$ cat src/rtl/multicycle_control_fsm.sv
// Multi-cycle main controller for the 16-bit CPU: sequences fetch/decode/execute/memory/writeback,
// handles the memory ready handshake with a bounded wait, and traps or halts on request.
module multicycle_control_fsm #(
    parameter int unsigned MAX_WAIT = 15,
    parameter int unsigned CNT_W    = 16
) (
    input  logic             Clock,
    input  logic             Reset,
    input  logic [3:0]       OPCODE,
    input  logic [1:0]       FUNCT,
    input  logic             Zero,
    input  logic             MemReady,
    output logic             MemRead,
    output logic             MemWrite,
    output logic             IorD,
    output logic             IRWrite,
    output logic             PCWrite,
    output logic             PCSource,
    output logic             RegWrite,
    output logic             RegDst,
    output logic             MemToReg,
    output logic             ALUSrcA,
    output logic [1:0]       ALUSrcB,
    output logic [1:0]       ALUOp,
    output logic             Halted,
    output logic             IllegalOp,
    output logic [CNT_W-1:0] InstrCount
);

    typedef enum logic [3:0] {
        StFetch, StDecode, StExecR, StExecI, StMemAddr, StMemRd, StMemWr,
        StWbAlu, StWbMem, StBranch, StHalt, StTrap
    } state_e;

    localparam logic [7:0] WaitLast = 8'(MAX_WAIT - 1);

    state_e             state_q, state_d;
    logic [7:0]         wait_q, wait_d;
    logic [CNT_W-1:0]   count_q;
    logic               timeout;
    logic               retire;

    assign timeout = !MemReady && (wait_q == WaitLast);

    always_ff @(posedge Clock) begin
        if (Reset) begin
            state_q <= StFetch;
            wait_q  <= '0;
            count_q <= '0;
        end else begin
            state_q <= state_d;
            wait_q  <= wait_d;
            if (retire) count_q <= count_q + CNT_W'(1);
        end
    end

    always_comb begin
        state_d = state_q;
        unique case (state_q)
            StFetch:   if (MemReady) state_d = StDecode; else if (timeout) state_d = StTrap;
            StDecode: begin
                case (OPCODE)
                    4'b0000:                   state_d = (FUNCT == 2'b11) ? StTrap : StExecR;
                    4'b0001, 4'b0010:          state_d = FUNCT[1] ? StTrap : StExecR;
                    4'b0100, 4'b0101:          state_d = StMemAddr;
                    4'b0110, 4'b0111:          state_d = StBranch;
                    4'b1001, 4'b1010, 4'b1011: state_d = StExecI;
                    4'b1111:                   state_d = StHalt;
                    default:                   state_d = StTrap;
                endcase
            end
            StExecR, StExecI: state_d = StWbAlu;
            StMemAddr: state_d = (OPCODE == 4'b0100) ? StMemRd : StMemWr;
            StMemRd:   if (MemReady) state_d = StWbMem; else if (timeout) state_d = StTrap;
            StMemWr:   if (MemReady) state_d = StFetch; else if (timeout) state_d = StTrap;
            StWbAlu, StWbMem, StBranch: state_d = StFetch;
            StHalt:    state_d = StHalt;
            StTrap:    state_d = StTrap;
            default:   state_d = StTrap;
        endcase
    end

    // The counter only survives while a wait state holds itself; any move (entry, ready) clears it.
    always_comb begin
        wait_d = '0;
        if ((state_d == state_q) &&
            (state_q == StFetch || state_q == StMemRd || state_q == StMemWr)) begin
            wait_d = wait_q + 8'd1;
        end
        retire = (state_d == StFetch) &&
                 (state_q == StWbAlu || state_q == StWbMem ||
                  state_q == StMemWr || state_q == StBranch);
    end

    always_comb begin
        MemRead   = 1'b0;
        MemWrite  = 1'b0;
        IorD      = 1'b0;
        IRWrite   = 1'b0;
        PCWrite   = 1'b0;
        PCSource  = 1'b0;
        RegWrite  = 1'b0;
        RegDst    = 1'b0;
        MemToReg  = 1'b0;
        ALUSrcA   = 1'b0;
        ALUSrcB   = 2'b00;
        ALUOp     = 2'b00;
        Halted    = 1'b0;
        IllegalOp = 1'b0;
        if (!Reset) begin
            unique case (state_q)
                StFetch: begin
                    MemRead = 1'b1;
                    ALUSrcB = 2'b01;
                    IRWrite = MemReady;
                    PCWrite = MemReady;
                end
                StDecode:  ALUSrcB = 2'b11;
                StExecR: begin
                    ALUSrcA = 1'b1;
                    ALUOp   = 2'b10;
                end
                StExecI: begin
                    ALUSrcA = 1'b1;
                    ALUSrcB = 2'b10;
                    ALUOp   = 2'b11;
                end
                StMemAddr: begin
                    ALUSrcA = 1'b1;
                    ALUSrcB = 2'b10;
                end
                StMemRd: begin
                    MemRead = 1'b1;
                    IorD    = 1'b1;
                end
                StMemWr: begin
                    MemWrite = 1'b1;
                    IorD     = 1'b1;
                end
                StWbAlu: begin
                    RegWrite = 1'b1;
                    RegDst   = !OPCODE[3];
                end
                StWbMem: begin
                    RegWrite = 1'b1;
                    MemToReg = 1'b1;
                end
                StBranch: begin
                    ALUSrcA  = 1'b1;
                    ALUOp    = 2'b01;
                    PCSource = 1'b1;
                    PCWrite  = ((OPCODE == 4'b0110) && Zero) || ((OPCODE == 4'b0111) && !Zero);
                end
                StHalt:  Halted    = 1'b1;
                StTrap:  IllegalOp = 1'b1;
                default: IllegalOp = 1'b1;
            endcase
        end
    end

    assign InstrCount = count_q;

endmodule

$ cat config.mk
export PLATFORM = sky130hd
export DESIGN_NAME = multicycle_control_fsm
export DESIGN_NICKNAME = d
export VERILOG_FILES = /design/src/rtl/multicycle_control_fsm.sv
export SDC_FILE = /design/constraint.sdc
export NUM_CORES = 1
export LEC_CHECK = 0
export ABC_AREA = 1
export BUFFER_PORTS_ARGS = -buffer_cell sky130_fd_sc_hd__buf_4
export CORE_MARGIN = 10
export CORE_UTILIZATION = 40
export CTS_CLUSTER_DIAMETER = 60
export CTS_CLUSTER_SIZE = 20
export DETAILED_ROUTE_END_ITERATION = 6
export GPL_ROUTABILITY_DRIVEN = 0
export HOLD_SLACK_MARGIN = 0.12
export PLACE_DENSITY = 0.74
export SETUP_SLACK_MARGIN = 0.5
export SLEW_MARGIN = 10
export SYNTH_ARGS = -nofsm -noshare
export SYNTH_HDL_FRONTEND = slang
export SYNTH_SLANG_ARGS = --single-unit
$ cat constraint.sdc
create_clock -name Clock -period 2.3 [get_ports Clock]
set_input_delay 0.115 -clock Clock [delete_from_list [all_inputs] [get_ports Clock]]
set_output_delay 0.115 -clock Clock [all_outputs]
set_load 0.02 [all_outputs]
---- After elaboration in Yosys (flattened, before gate mapping) ----
Index checks and enable logic that the tools add are counted.
operators by class
  add/sub/neg operators ................... 2
  reductions and logical operators ........ 30
  mux-type cells .......................... 37
  bitwise logic cells ..................... 1
  equality and inequality tests ........... 23
operators with widths
  operator                 number
  $eq A4 B3 Y1 const B     8
  $pmux W4 S8              1
  $eq A4 B4 Y1 const B     7
  $mux W4                  6
  $pmux W4 S6              1
  $mux W1                  23
  $reduce_or A2 Y1         9
  $add A16 B1 Y16 const B  1
  $eq A4 B2 Y1 const B     3
  $logic_not A4 Y1         3
  $pmux W2 S3              2
  $reduce_or A11 Y1        1
  $add A8 B1 Y8 const B    1
  $eq A4 B1 Y1 const B     2
  $eq A8 B4 Y1 const B     1
  $logic_or A1 B1 Y1       6
  $mux W2                  3
  $reduce_or A3 Y1         2
  $logic_and A1 B1 Y1      5
  $eq A4 B4 Y1             1
  $reduce_or A4 Y1         1
  $logic_not A1 Y1         3
  $eq A2 B2 Y1 const B     1
  $pmux W1 S2              1
  $not A1 Y1               1
word-level totals
  output and inout bits ................... 32
  bits of input ports ..................... 10
  logic and storage cells ................. 96
  flip-flop bits (word level) ............. 28

---- Depth between registers and ports, before layout ----
Gate-level depths: netlist of the first run.
  depth in word-level cells ............... 9
  depth in mapped cells ................... 10
  gate-level depth less buffers ........... 9

---- Least setup slack after synthesis of the first run ----
Ideal clock, no wire load.
  path type ............................... register to output
  start point ............................. register state_q[1]
  end point ............................... output PCWrite
  path buffers ............................ 1
  arrival time ............................ 1548 ps
  stages on the path, launching flop included .. 6
  path slack .............................. 637 ps
  data required time ...................... 2185 ps
  cells stage by stage .................... dfxtp_1 buf_6 nor2_1 nand2_1 nor3_1 o21bai_1
between the ends
  cells in the longest elaborated chain, start to end .. 3
  elaborated cells on any way between the ends .. 4
  those cells by class .................... eq/ne (1); mux (2); reduce/logical (1)
ends and longest elaborated chain
  what                                              line  text
  start, declared                                   37    state_e state_q, state_d;
  start signal, assigned                            47    state_q <= StFetch;
  start signal, assigned                            51    state_q <= state_d;
  $eq A4 B4 Y1 or $logic_not A4 Y1 (tied branches)  111   unique case (state_q)
  $pmux W1 S2 (*)                                   111
  $mux W1 (*)                                       110   if (!Reset) begin
  end, declared                                     17    output logic PCWrite,
Every way passes the cells marked *; elsewhere a longest branch is shown, timed or not.

---- Worst setup path after layout of the first run ----
  start point ............................. register state_q[0]
  end point ............................... output PCWrite
The elaborated chain is that of the path after synthesis.

==> metrics.md, run 1 <==
| Metric | Value |
|---|---|
| Commonest cells after routing, fill and taps aside | nand2_1 (85), nor2_1 (49), buf_4 (46) |
| DR vias | 2,206 |
| Final std cells w/o fill | between 400 and 500 |
| Routed len/inst | about 12 um |
| GRT Util Overall | 0.125 |
| Yosys reg bits | 28 |
| Sinks on Clock Net | 28 |
| Worst slew pin tran | between 0.3 and 0.4 ns |
| ANT nets after route | 0 |
| Crit path max fanout | 6 |
| Port buffer count | just over 40 |
| FMAX | 0.595 GHz |
| Antenna fix cells | 0 |
| Initial Utilization | 0.417 |
| Nets | between 300 and 400 |
| Hold-fix buffers, CTS | 0 |
| Clock skew | ~0.0096 ns |
| RSZ-0062 raised after global routing | yes |
| # setup viols final | 0 |
| Largest net degree at the start of global routing | 35 |
| Synth Instances | between 300 and 400 |
| Die area | approximately 8200 um2 |
| Tmin final | ~1.7 ns |
| TritonRoute pass-1 iters | 4 |
| Top post-synthesis cells by area | dfxtp_1 (28%), nand2_1 (16%), nor2_1 (9.8%) |
| Global-route wire length before repair | around 8900 um |
| Clock Path Buffers | 2 |
| Dpl cells | roughly 420 |
| Initial antenna violation count | 0 |
| Worst-path clk slew | approximately 0.10 ns |
| Max VDD drop | 0.436 mV |
| Synthesis-to-layout area growth | 25.5% |
| DRC Markers | 0 |
| Most common cell after layout, fill and taps aside | nand2_1 |
| CP most frequent cell | nor2_1 |
| Clk_lat worst skew | roughly 0.28 ns |
| CP Class | flop to primary output |
| Global route overflow | 0 |
| Power Dens Cells | around 830 nW/um2 |
| Yosys cell types | 30 |
| Leakage | 1.06 nW |
| WP data required | ~2.2 ns |
| Vias in the first global route | 1,914 |
| Detailed Route Iter0 Violations | between 200 and 300 |
| Yosys top cell area share | 0.283 |
| Syn nets | 330 |
| Root Buffer | clkbuf_8 |
| CTS H-tree depth | 1 |
| Worst relative slew slack | 0.749 |
| Via/cell ratio | 5.17 |
| CP arrival | 1.57 ns |
| WL final | 5290 um |
| Die Ht | 90.4 um |
| CTS tree | done |
| Syn Area/Cell | 6.26 um2 |
| Setup TNS | 0 ns |
| Core area | 4750 um2 |
| Area leader, netlist | dfxtp_1 |
| Tcrit/Tclk final | 0.731 |
| CP cell instances | inv_1, nor2_1, nand2_2, nor2_1, nand2_1, o21bai_1, buf_4 |
| CTS Buf Count | 3 |
| Worst path max stage delay | 0.40 ns |
| Critical path's slowest cell | dfxtp_2 |
| IO Count | between 40 and 50 |
| Run status | completed |
| DP Wirelength | 4000 um |
| Max-cap violations | 0 |
| Die X-Extent | 90.4 um |
| Slew Viols, Final | 0 |
| Min-delay worst type | input port to flop |
| Share of cells above drive strength 1 | 0.211 |
| Register area share after synthesis | 0.283 |
| Placement Rows | 25 |
| Filler Cells Inserted | 475 |
| R2R Setup Slk | about 0.64 ns |
| Mapped cell area | 1980 um2 |
| Critical path capture point type | primary output |
| CP startpoint kind | flop |
| Endpoints failing hold | 0 |
| Yosys warnings | 0 |
==> flip-flops by register name, indices dropped and copies added (netlist names) <==
signal and count:
state_q 4, wait_q 8, InstrCount 16
==> metal layers <==
| layer | track usage | vias to the layer above | share of wire |
|---|---|---|---|
| met2 | 0.217 | 46 | 0.51 |
| li1 | - | 1136 | - |
| met4 | 0.0279 | 0 | 0.012 |
| met5 | 0 | - | 0 |
| met1 | 0.154 | 1017 | 0.43 |
| met3 | 0.0258 | 7 | 0.042 |
==> critical path, delay by kind of cell (launching register included) <==
| kind | cells | cell delay, ns |
|---|---|---|
| compound gates | 1 | 0.12 |
| buf+inv | 2 | 0.23 |
| flops | 1 | 0.40 |
| simple gates | 4 | 0.52 |
==> timing repair <==
item                       CTS  global route
resized for setup            1            10
setup endpoints to repair    2            20
pin swaps                    1             2
buffers inserted             0             4
gates cloned                 0             1
==> synthesized netlist by cell type, drive strengths merged <==
| library cell | number |
|---|---|
| a21oi | 25 |
| a31oi | 3 |
| buf | 5 |
| clkbuf | 4 |
| dfxtp | 28 |
| ha | 3 |
| inv | 32 |
| nand2 | 87 |
| nand3 | 21 |
| nand3b | 4 |
| nand4 | 24 |
| nor2 | 56 |
| nor3 | 1 |
| nor3b | 2 |
| nor4 | 2 |
| o21ai | 11 |
| o21bai | 1 |
| or2 | 1 |
| xnor2 | 2 |
| xor2 | 5 |
==> power breakdown <==
group | internal (W) | leakage [nW] | switching, W
registers | 0.000536 | 0.228 | 0.0000811
logic | 0.000382 | 0.792 | 0.000675
clock network | 0.000233 | 0.0357 | 0.000154
==> through the flow <==
| step | instance area (um2) | power (W) | utilization | worst slack [ns] | hold slack [ns] |
|---|---|---|---|---|---|
| 5_1_grt | 2490 | 0.00221 | 0.523 | 0.468 | 0.226 |
| 3_5_place_dp | 2330 | 0.00152 | 0.490 | 0.521 | 0.461 |
| 4_1_cts | 2400 | 0.00192 | 0.505 | 0.515 | 0.211 |
| 6_report | 2490 | 0.00206 | 0.523 | 0.619 | 0.215 |
| 2_1_floorplan | 1980 | 0.00129 | - | 0.637 | 0.320 |
| 3_3_place_gp | 2330 | 0.00152 | 0.490 | 0.566 | 0.446 |
==> path summary, 6_finish.rpt <==
path                                            start                         end  cells past startpoint
worst max-delay path            state_q[0]$_SDFF_PP0_                     PCWrite                      7
worst min register to register   wait_q[0]$_SDFF_PP0_        wait_q[0]$_SDFF_PP0_                      1
worst min-delay path                         FUNCT[1]       state_q[3]$_SDFF_PP0_                      5
worst max register to register   wait_q[0]$_SDFF_PP0_  InstrCount[3]$_SDFFE_PP0P_                      8
==> area by class of cell <==
type                            count  area, um2  area share
Sequential cell                    28        566       0.227
Tap cell                           67       83.8      0.0337
Inverter                           32        120      0.0483
Clock inverter                      1       30.0      0.0121
Multi-Input combinational cell    249       1280       0.515
Timing Repair Buffer               47        365       0.147
Clock buffer                        3       41.3      0.0166
==> cell families (layout without fill, tap and decap cells) <==
| logic type | Yosys count | count (layout) | share of synthesized area |
|---|---|---|---|
| AOI/OAI and AO/OA | 40 | 40 | 0.110 |
| xor gates and xnor gates | 7 | 7 | 0.0309 |
| adders and majority gates | 3 | 3 | 0.0189 |
| buffers and inverters | 41 | 83 | 0.0915 |
| DFF | 28 | 28 | 0.283 |
| and+or+nand+nor | 198 | 199 | 0.466 |
No activity file was read; power rests on OpenSTA's default activity.
==> run 2: changes to the inputs <==
Settings changed: PLACE_DENSITY 0.74 to 0.76.
Clock period 2.3 ns to 1.4 ns, I/O delays scaled along.
==> run 2 against run 1 <==
Against the previous run:
- the run now ends with negative setup slack left
- combinational power rose to 3.3 times the previous value
- hold slack lost 0.033 ns
- sequential share of layout area down 4.9 points
- worst setup slack worse by 0.88 ns
- sequential cell count unchanged
- register-to-register slack worse by 0.90 ns
- core utilization grew 20 points
- global-route usage increased by 3.7 points
- final cell count up 13%
- die area unchanged
- wire length increased by 48%
- largest cell class unchanged
- highest routed layer unchanged
==> metrics.md, run 2 (same netlist as run 1, synthesis figures left out) <==
| Metric | Value |
|---|---|
| Worst slew pin tran | 0.403 ns (+0.0275 ns) |
| Antenna fix cells | 0 (unchanged) |
| Clk_lat worst skew | 0.28 ns (about the same) |
| Max-cap violations | 0 (unchanged) |
| Routed len/inst | 16.2 um (+30%) |
| Failing checks | negative setup slack |
| Root Buffer | clkbuf_8 |
| TritonRoute pass-1 iters | 5 (+1) |
| Initial antenna violation count | 0 (unchanged) |
| Die X-Extent | 90.4 um (unchanged) |
| Hold-fix buffers, CTS | 0 (unchanged) |
| # setup viols final | 42 (+42) |
| Critical path capture point type | flop |
| Wire length on met2 | 3920 um (+44%) |
| Worst relative slew slack | 0.731 (-0.0174) |
| WL final | 7810 um (+48%) |
| Run status | complete, but fails checks |
| Met3 WL | 594 um (+170%) |
| CTS tree | done |
| Endpoints failing hold | 0 (unchanged) |
| Commonest cells after routing, fill and taps aside | nand2_1 (70), buf_4 (57), buf_6 (46) |
| Min-delay worst type | input port to flop |
| Final Worst Setup Slack | -0.258 ns (-0.877 ns) |
| Power Dens Cells | 1460 nW/um2 (+76%) |
| Sw power | 0.00230 W (+150%) |
| Switching share of power | 0.456 (+0.0149) |
| Via/cell ratio | 5.57 (+7.8%) |
| Worst-path clk slew | 0.10 ns (about the same) |
| Core area | 4750 um2 (unchanged) |
| Final instance area | 3460 um2 (+39%) |
| Sinks on Clock Net | 28 (unchanged) |
| Nets | 430 (+15%) |
| Vias in the first global route | 2,403 (+26%) |
| GRT Util Overall | 0.162 (+0.0366) |
| DRC Markers | 0 (unchanged) |
| Total power | 0.00504 W (+140%) |
| Max reg flops | 16 (unchanged) |
| Clock skew | 0.00201 ns (-0.00755 ns) |
| Leakage | 1.42 nW (+35%) |
| Highest routed layer | met4 |
| Die Ht | 90.4 um (unchanged) |
| CTS H-tree depth | 1 (unchanged) |
| Share of cells above drive strength 1 | 0.505 (+0.294) |
| Initial Utilization | 0.417 (unchanged) |
| CTS Buf Count | 3 (unchanged) |
| DR vias | 2,690 (+22%) |
| Tmin final | roughly 1.7 ns |
| Int Power | 0.00274 W (+140%) |
| Slew Viols, Final | 0 (unchanged) |
| CP startpoint kind | flop |
| Tcrit/Tclk final | 1.18 |
| Global-route wire length before repair | 11,400 um (+28%) |
| CP Class | flop to flop |
| Clock share of power | 0.103 (-0.085) |
| Worst hold slack | 0.182 ns (-0.0333 ns) |
| Logic pwr share | 0.685 (+0.172) |
| Detailed Route Iter0 Violations | 305 (+22%) |
| IO Count | 42 (unchanged) |
| Sequential share of power | 0.212 (-0.087) |
| Synthesis-to-layout area growth | 74.4% |
| ANT nets after route | 0 (unchanged) |
| Crit path max fanout | 6 (unchanged) |
| Port buffer count | 41 (unchanged) |
| WP data required | 1.58 ns (-0.60 ns) |
| Most common cell after layout, fill and taps aside | nand2_1 |
| FMAX | just over 0.6 GHz |
| CP arrival | 1.84 ns (+0.27 ns) |
| Placed cell areas | 2750 um2 (+18%) |
| Setup TNS | -5.64 ns (-5.64 ns) |
| Die area | 8170 um2 (unchanged) |
| Clock Path Buffers | 2 (unchanged) |
| Largest net degree at the start of global routing | 19 (-46%) |
| M1 WL | 3080 um (+35%) |
| Global route overflow | 0 (unchanged) |
| RSZ-0062 raised after global routing | yes |
| Max VDD drop | 0.903 mV (+110%) |
| Placement Rows | 25 (unchanged) |
| DP Wirelength | 4480 um (+12%) |
-- run 2: cell types whose count changed in the layout (fill, tap and decap cells not counted), moves of 11 or more --
cell / change
dfxtp_4: +12
dfxtp_1: -17
nor2_1: -15
a21oi_1: -12
buf_4: +11
nand2_1: -15
buf_6: +46
nand2_2: +13
-- run 2: through the flow --
step / setup slack (ns) / instances / utilization
after floorplan: 0.0165 / 317 / -
after global placement: -0.0671 / 448 / 0.579
after detailed placement: -0.146 / 448 / 0.579
after CTS: -0.152 / 467 / 0.662
after global routing: -0.332 / 483 / 0.728
final: -0.258 / 483 / 0.728
-- run 2: layout make-up --
cell class / count / area (um2)
sequential: 28 / 617
inverter: 32 / 125
clock buffer: 4 / 55.1
tap: 67 / 83.8
fill: 317 / 1290
multi-input combinational: 249 / 1630
timing repair buffer: 103 / 946
-- run 2: repair_timing --
| item | CTS | global route |
|---|---|---|
| setup endpoints to repair | 52 | 60 |
| cloned | 2 | 1 |
| pin swaps | 22 | 20 |
| resized for setup | 68 | 51 |
| buffers inserted | 13 | 15 |
-- run 2: power groups by stage --
| stage | clock network, W | registers, W | logic, W |
|---|---|---|---|
| finish | 0.000518 | 0.00107 | 0.00345 |
| global route | 0.000548 | 0.00108 | 0.00362 |
| CTS | 0.000518 | 0.00106 | 0.00270 |
| detailed placement | 0 | 0.00107 | 0.00206 |
| global placement | 0 | 0.00106 | 0.00202 |
| floorplan | 0 | 0.00105 | 0.00137 |
-- run 2: critical path: stages (launching register included) --
cell	delay [ns]
dfxtp_4	0.42
inv_2	0.07
nor2_4	0.20
buf_6	0.16
nand2_8	0.06
nand3_4	0.08
nand3_4	0.14
buf_6	0.18
nand4_1	0.07
nand2_1	0.06
inv_1	0.06
nor2_1	0.05
-- run 2: worst paths after layout --
check / from / end / slack (ns) / cells past startpoint
max reg2reg: state_q[2]$_SDFF_PP0_ / InstrCount[11]$_SDFFE_PP0P_ / -0.26 / 11
min: FUNCT[1] / state_q[3]$_SDFF_PP0_ / 0.18 / 5
min reg2reg: InstrCount[14]$_SDFFE_PP0P_ / InstrCount[14]$_SDFFE_PP0P_ / 0.49 / 2
max: state_q[2]$_SDFF_PP0_ / InstrCount[11]$_SDFFE_PP0P_ / -0.26 / 11
-- run 2: per-layer routing --
layer / GRT usage / vias up
li1: - / 1249
met1: 0.196 / 1269
met2: 0.291 / 144
met3: 0.0299 / 28
met4: 0.0252 / 0
met5: 0 / -
==> run 3: changes to the inputs <==
Settings changed: ABC_AREA 1 to unset, PLACE_DENSITY 0.76 to 0.77.
==> run 3 against run 2 <==
Against the previous run:
- the flow still finishes with violations (negative setup slack)
- power increased by 38%
- hold slack gained 0.044 ns
- final cell count down 9.1%
- highest routed layer unchanged
- die area down 6.0%
- global-route usage grew 7.7 points
- sequential share of layout area down 3.1 points
- sequential power is 4% lower
==> metrics.md, run 3 <==
| Metric | Value |
|---|---|
| Leakage | 1.80 nW (+27%) |
| Tmin final | 1.88 ns (+0.219 ns) |
| Clk_lat worst skew | 0.30 ns (+0.02 ns) |
| ANT nets after route | 0 (unchanged) |
| Worst path max stage delay | 0.43 ns (about the same) |
| Worst relative slew slack | 0.636 (-0.0950) |
| Worst slew pin tran | 0.545 ns (+0.143 ns) |
| Yosys top cell area share | 0.306 (+0.0236) |
| DP Wirelength | 4630 um (+3.4%) |
| CP arrival | 2.08 ns (+0.24 ns) |
| Multi-input logic area | 1780 um2 (+9.1%) |
| Sinks on Clock Net | 28 (unchanged) |
| Finished Core Util | 0.932 (+0.204) |
| WP data required | 1.60 ns (+0.02 ns) |
| Busiest layer in global routing | met2 |
| Max-cap violations | 0 (unchanged) |
| Critical path capture point type | flop |
| DR vias | 2,922 (+8.6%) |
| Antenna fix cells | 0 (unchanged) |
| Synth cell count leaders | nor2_1 (32), dfxtp_1 (28), nand2_1 (21) |
| Failing checks | negative setup slack |
| Most common cell after layout, fill and taps aside | buf_6 |
| Vias in the first global route | 2,643 (+10%) |
| Critical path's slowest cell | dfxtp_4 |
| Root Buffer | clkbuf_8 |
| Routed len/inst | 27.4 um (+69%) |
| Met1 Resource Use GR | 0.266 (+0.0700) |
| Yosys reg bits | 28 (unchanged) |
| Met2 usage | 0.414 (+0.123) |
| Top_reg_cell synth | dfxtp_1 |
| FMAX | 0.533 GHz (-12%) |
| TritonRoute pass-1 iters | 7 (+2) |
| Synth Instances | 242 (-24%) |
| Hold-fix buffers, CTS | 0 (unchanged) |
| EDFF count, synth | 0 (unchanged) |
| Area leader, netlist | dfxtp_1 |
| Share of cells above drive strength 1 | 0.700 (+0.195) |
| Met3 Resource Use GR | 0.0529 (+0.0230) |
| CP Class | flop to flop |
| Nets | 401 (-6.7%) |
| Cell with the most instances after synthesis | nor2_1 |
| Family with the most delay on the worst path | simple AND/OR/NAND/NOR gates |
| Clock Path Buffers | 2 (unchanged) |
| Initial Utilization | 0.418 (+0.000418) |
| Mapped cell area | 1830 um2 (-7.7%) |
| Synthesis-to-layout area growth | 123% |
| IO Count | 42 (unchanged) |
| Initial antenna violation count | 0 (unchanged) |
| # setup viols final | 44 (+4.8%) |
| Tcrit/Tclk final | 1.34 (+0.156) |
| Detailed Route Iter0 Violations | 386 (+27%) |
| GRT Util Overall | 0.238 (+0.0767) |
| Endpoints failing hold | 0 (unchanged) |
| Worst-path clk slew | 0.12 ns (+0.02 ns) |
| Crit path max fanout | 8 (+2) |
| Total power | 0.00695 W (+38%) |
| Syn Area/Cell | 7.56 um2 (+21%) |
| WL final | 12,000 um (+54%) |
| Async set-reset flop share out of synthesis | 0 (unchanged) |
| CP startpoint kind | flop |
| Register area share after synthesis | 0.306 (+0.0236) |
| Buf/Inv on CP | 1 (-3) |
| CTS Buf Count | 3 (unchanged) |
| CTS H-tree depth | 1 (unchanged) |
| Largest net degree at the start of global routing | 31 (+12) |
| Core area | 4380 um2 (-7.8%) |
| CTS tree | done |
| Slew Viols, Final | 0 (unchanged) |
| Yosys cell types | 49 (+63%) |
| Setup TNS | -12.78 ns (-7.14 ns) |
| Global route overflow | 0 (unchanged) |
| Final Worst Setup Slack | -0.477 ns (-0.219 ns) |
| Die X-Extent | 87.7 um (-3.1%) |
| Commonest cells after routing, fill and taps aside | buf_6 (76), buf_4 (75), nor2_1 (23) |
| Via/cell ratio | 6.66 (+20%) |
| Clock skew | 0.0205 ns (+0.0185 ns) |
| Die area | 7680 um2 (-6.0%) |
| Port buffer count | 41 (unchanged) |
| Max reg flops | 16 (unchanged) |
| Register area | 603 um2 (-2.2%) |
| Syn nets | 255 (-23%) |
| Run status | complete, but fails checks |
| Filler Cells Inserted | 123 (-61%) |
| CP cell instances | buf_6, nor3b_1, o21ai_0, a21oi_4, nand2_4, nor4_2 |
| Top post-synthesis cells by area | dfxtp_1 (31%), nor2_1 (6.6%), xnor2_1 (5.7%) |
| Global-route wire length before repair | 14,500 um (+27%) |
| Min-delay worst type | input port to flop |
| Power Dens Cells | 1700 nW/um2 (+17%) |
| Placement Rows | 24 (-4.0%) |
| Max VDD drop | 1.16 mV (+28%) |
| DRC Markers | 0 (unchanged) |
| RSZ-0062 raised after global routing | yes |
| Pre-CTS WS | -0.341 ns (-0.195 ns) |
| Die Ht | 87.7 um (-3.1%) |
| Yosys warnings | 0 (unchanged) |
## run 3: cell families (layout without fill, tap and decap cells)
group	Yosys count	count (layout)	synth area share
AO/OA/AOI/OAI	38	38	0.150
adder cells (fa/ha/maj)	3	3	0.0205
flip-flops	28	28	0.306
XOR/XNOR	23	23	0.110
AND/OR/NAND/NOR	125	125	0.359
buffers and inverters	25	170	0.0547
## run 3: worst paths after layout
check                              from                         end  slack, ns  cells after the start
min                            MemReady       state_q[1]$_SDFF_PP0_       0.23                      3
min reg2reg  InstrCount[1]$_SDFFE_PP0P_  InstrCount[1]$_SDFFE_PP0P_       0.54                      2
max reg2reg       state_q[1]$_SDFF_PP0_        wait_q[6]$_SDFF_PP0_      -0.48                      6
max               state_q[1]$_SDFF_PP0_        wait_q[6]$_SDFF_PP0_      -0.48                      6
## run 3: worst reg2reg max path, cell delays in order, from the launching register on
cell and delay (ns):
dfxtp_4 0.43, buf_6 0.12, nor3b_1 0.36, o21ai_0 0.23, a21oi_4 0.23, nand2_4 0.14
nor4_2 0.26
## run 3: layout make-up
type,instances,share of cell area
Tap cell,52,0.0159
Inverter,7,0.00643
Sequential cell,28,0.148
Clock buffer,4,0.0135
Timing Repair Buffer,159,0.380
Multi-Input combinational cell,189,0.436
## run 3: through the flow
stage	instance area, um2	std cells	hold WS, ns
5_1_grt	4090	439	0.210
3_3_place_gp	2940	392	0.455
3_5_place_dp	2940	392	0.463
2_1_floorplan	2170	242	0.246
4_1_cts	3650	420	0.181
6_report	4090	439	0.226
## run 3: what timing repair did
item	4_1_cts	5_1_grt
gates resized for setup	109	66
setup buffers	24	19
pin swaps	31	45
endpoints found under the hold margin	0	0
setup endpoints to repair	58	59
## run 3: where the power goes
part / switching [W] / internal, W / total [W] / leakage (nW)
Clock: 0.000296 / 0.000254 / 0.000550 / 0.0288
Combinational: 0.00272 / 0.00265 / 0.00536 / 1.53
Sequential: 0.000138 / 0.000895 / 0.00103 / 0.239
Total: 0.00315 / 0.00379 / 0.00695 / 1.80
## run 3: layer usage
layer / wire length, um / share of wire
met5: 0 / 0
met4: 1050 / 0.087
met3: 1130 / 0.094
met2: 5770 / 0.48
met1: 4090 / 0.34
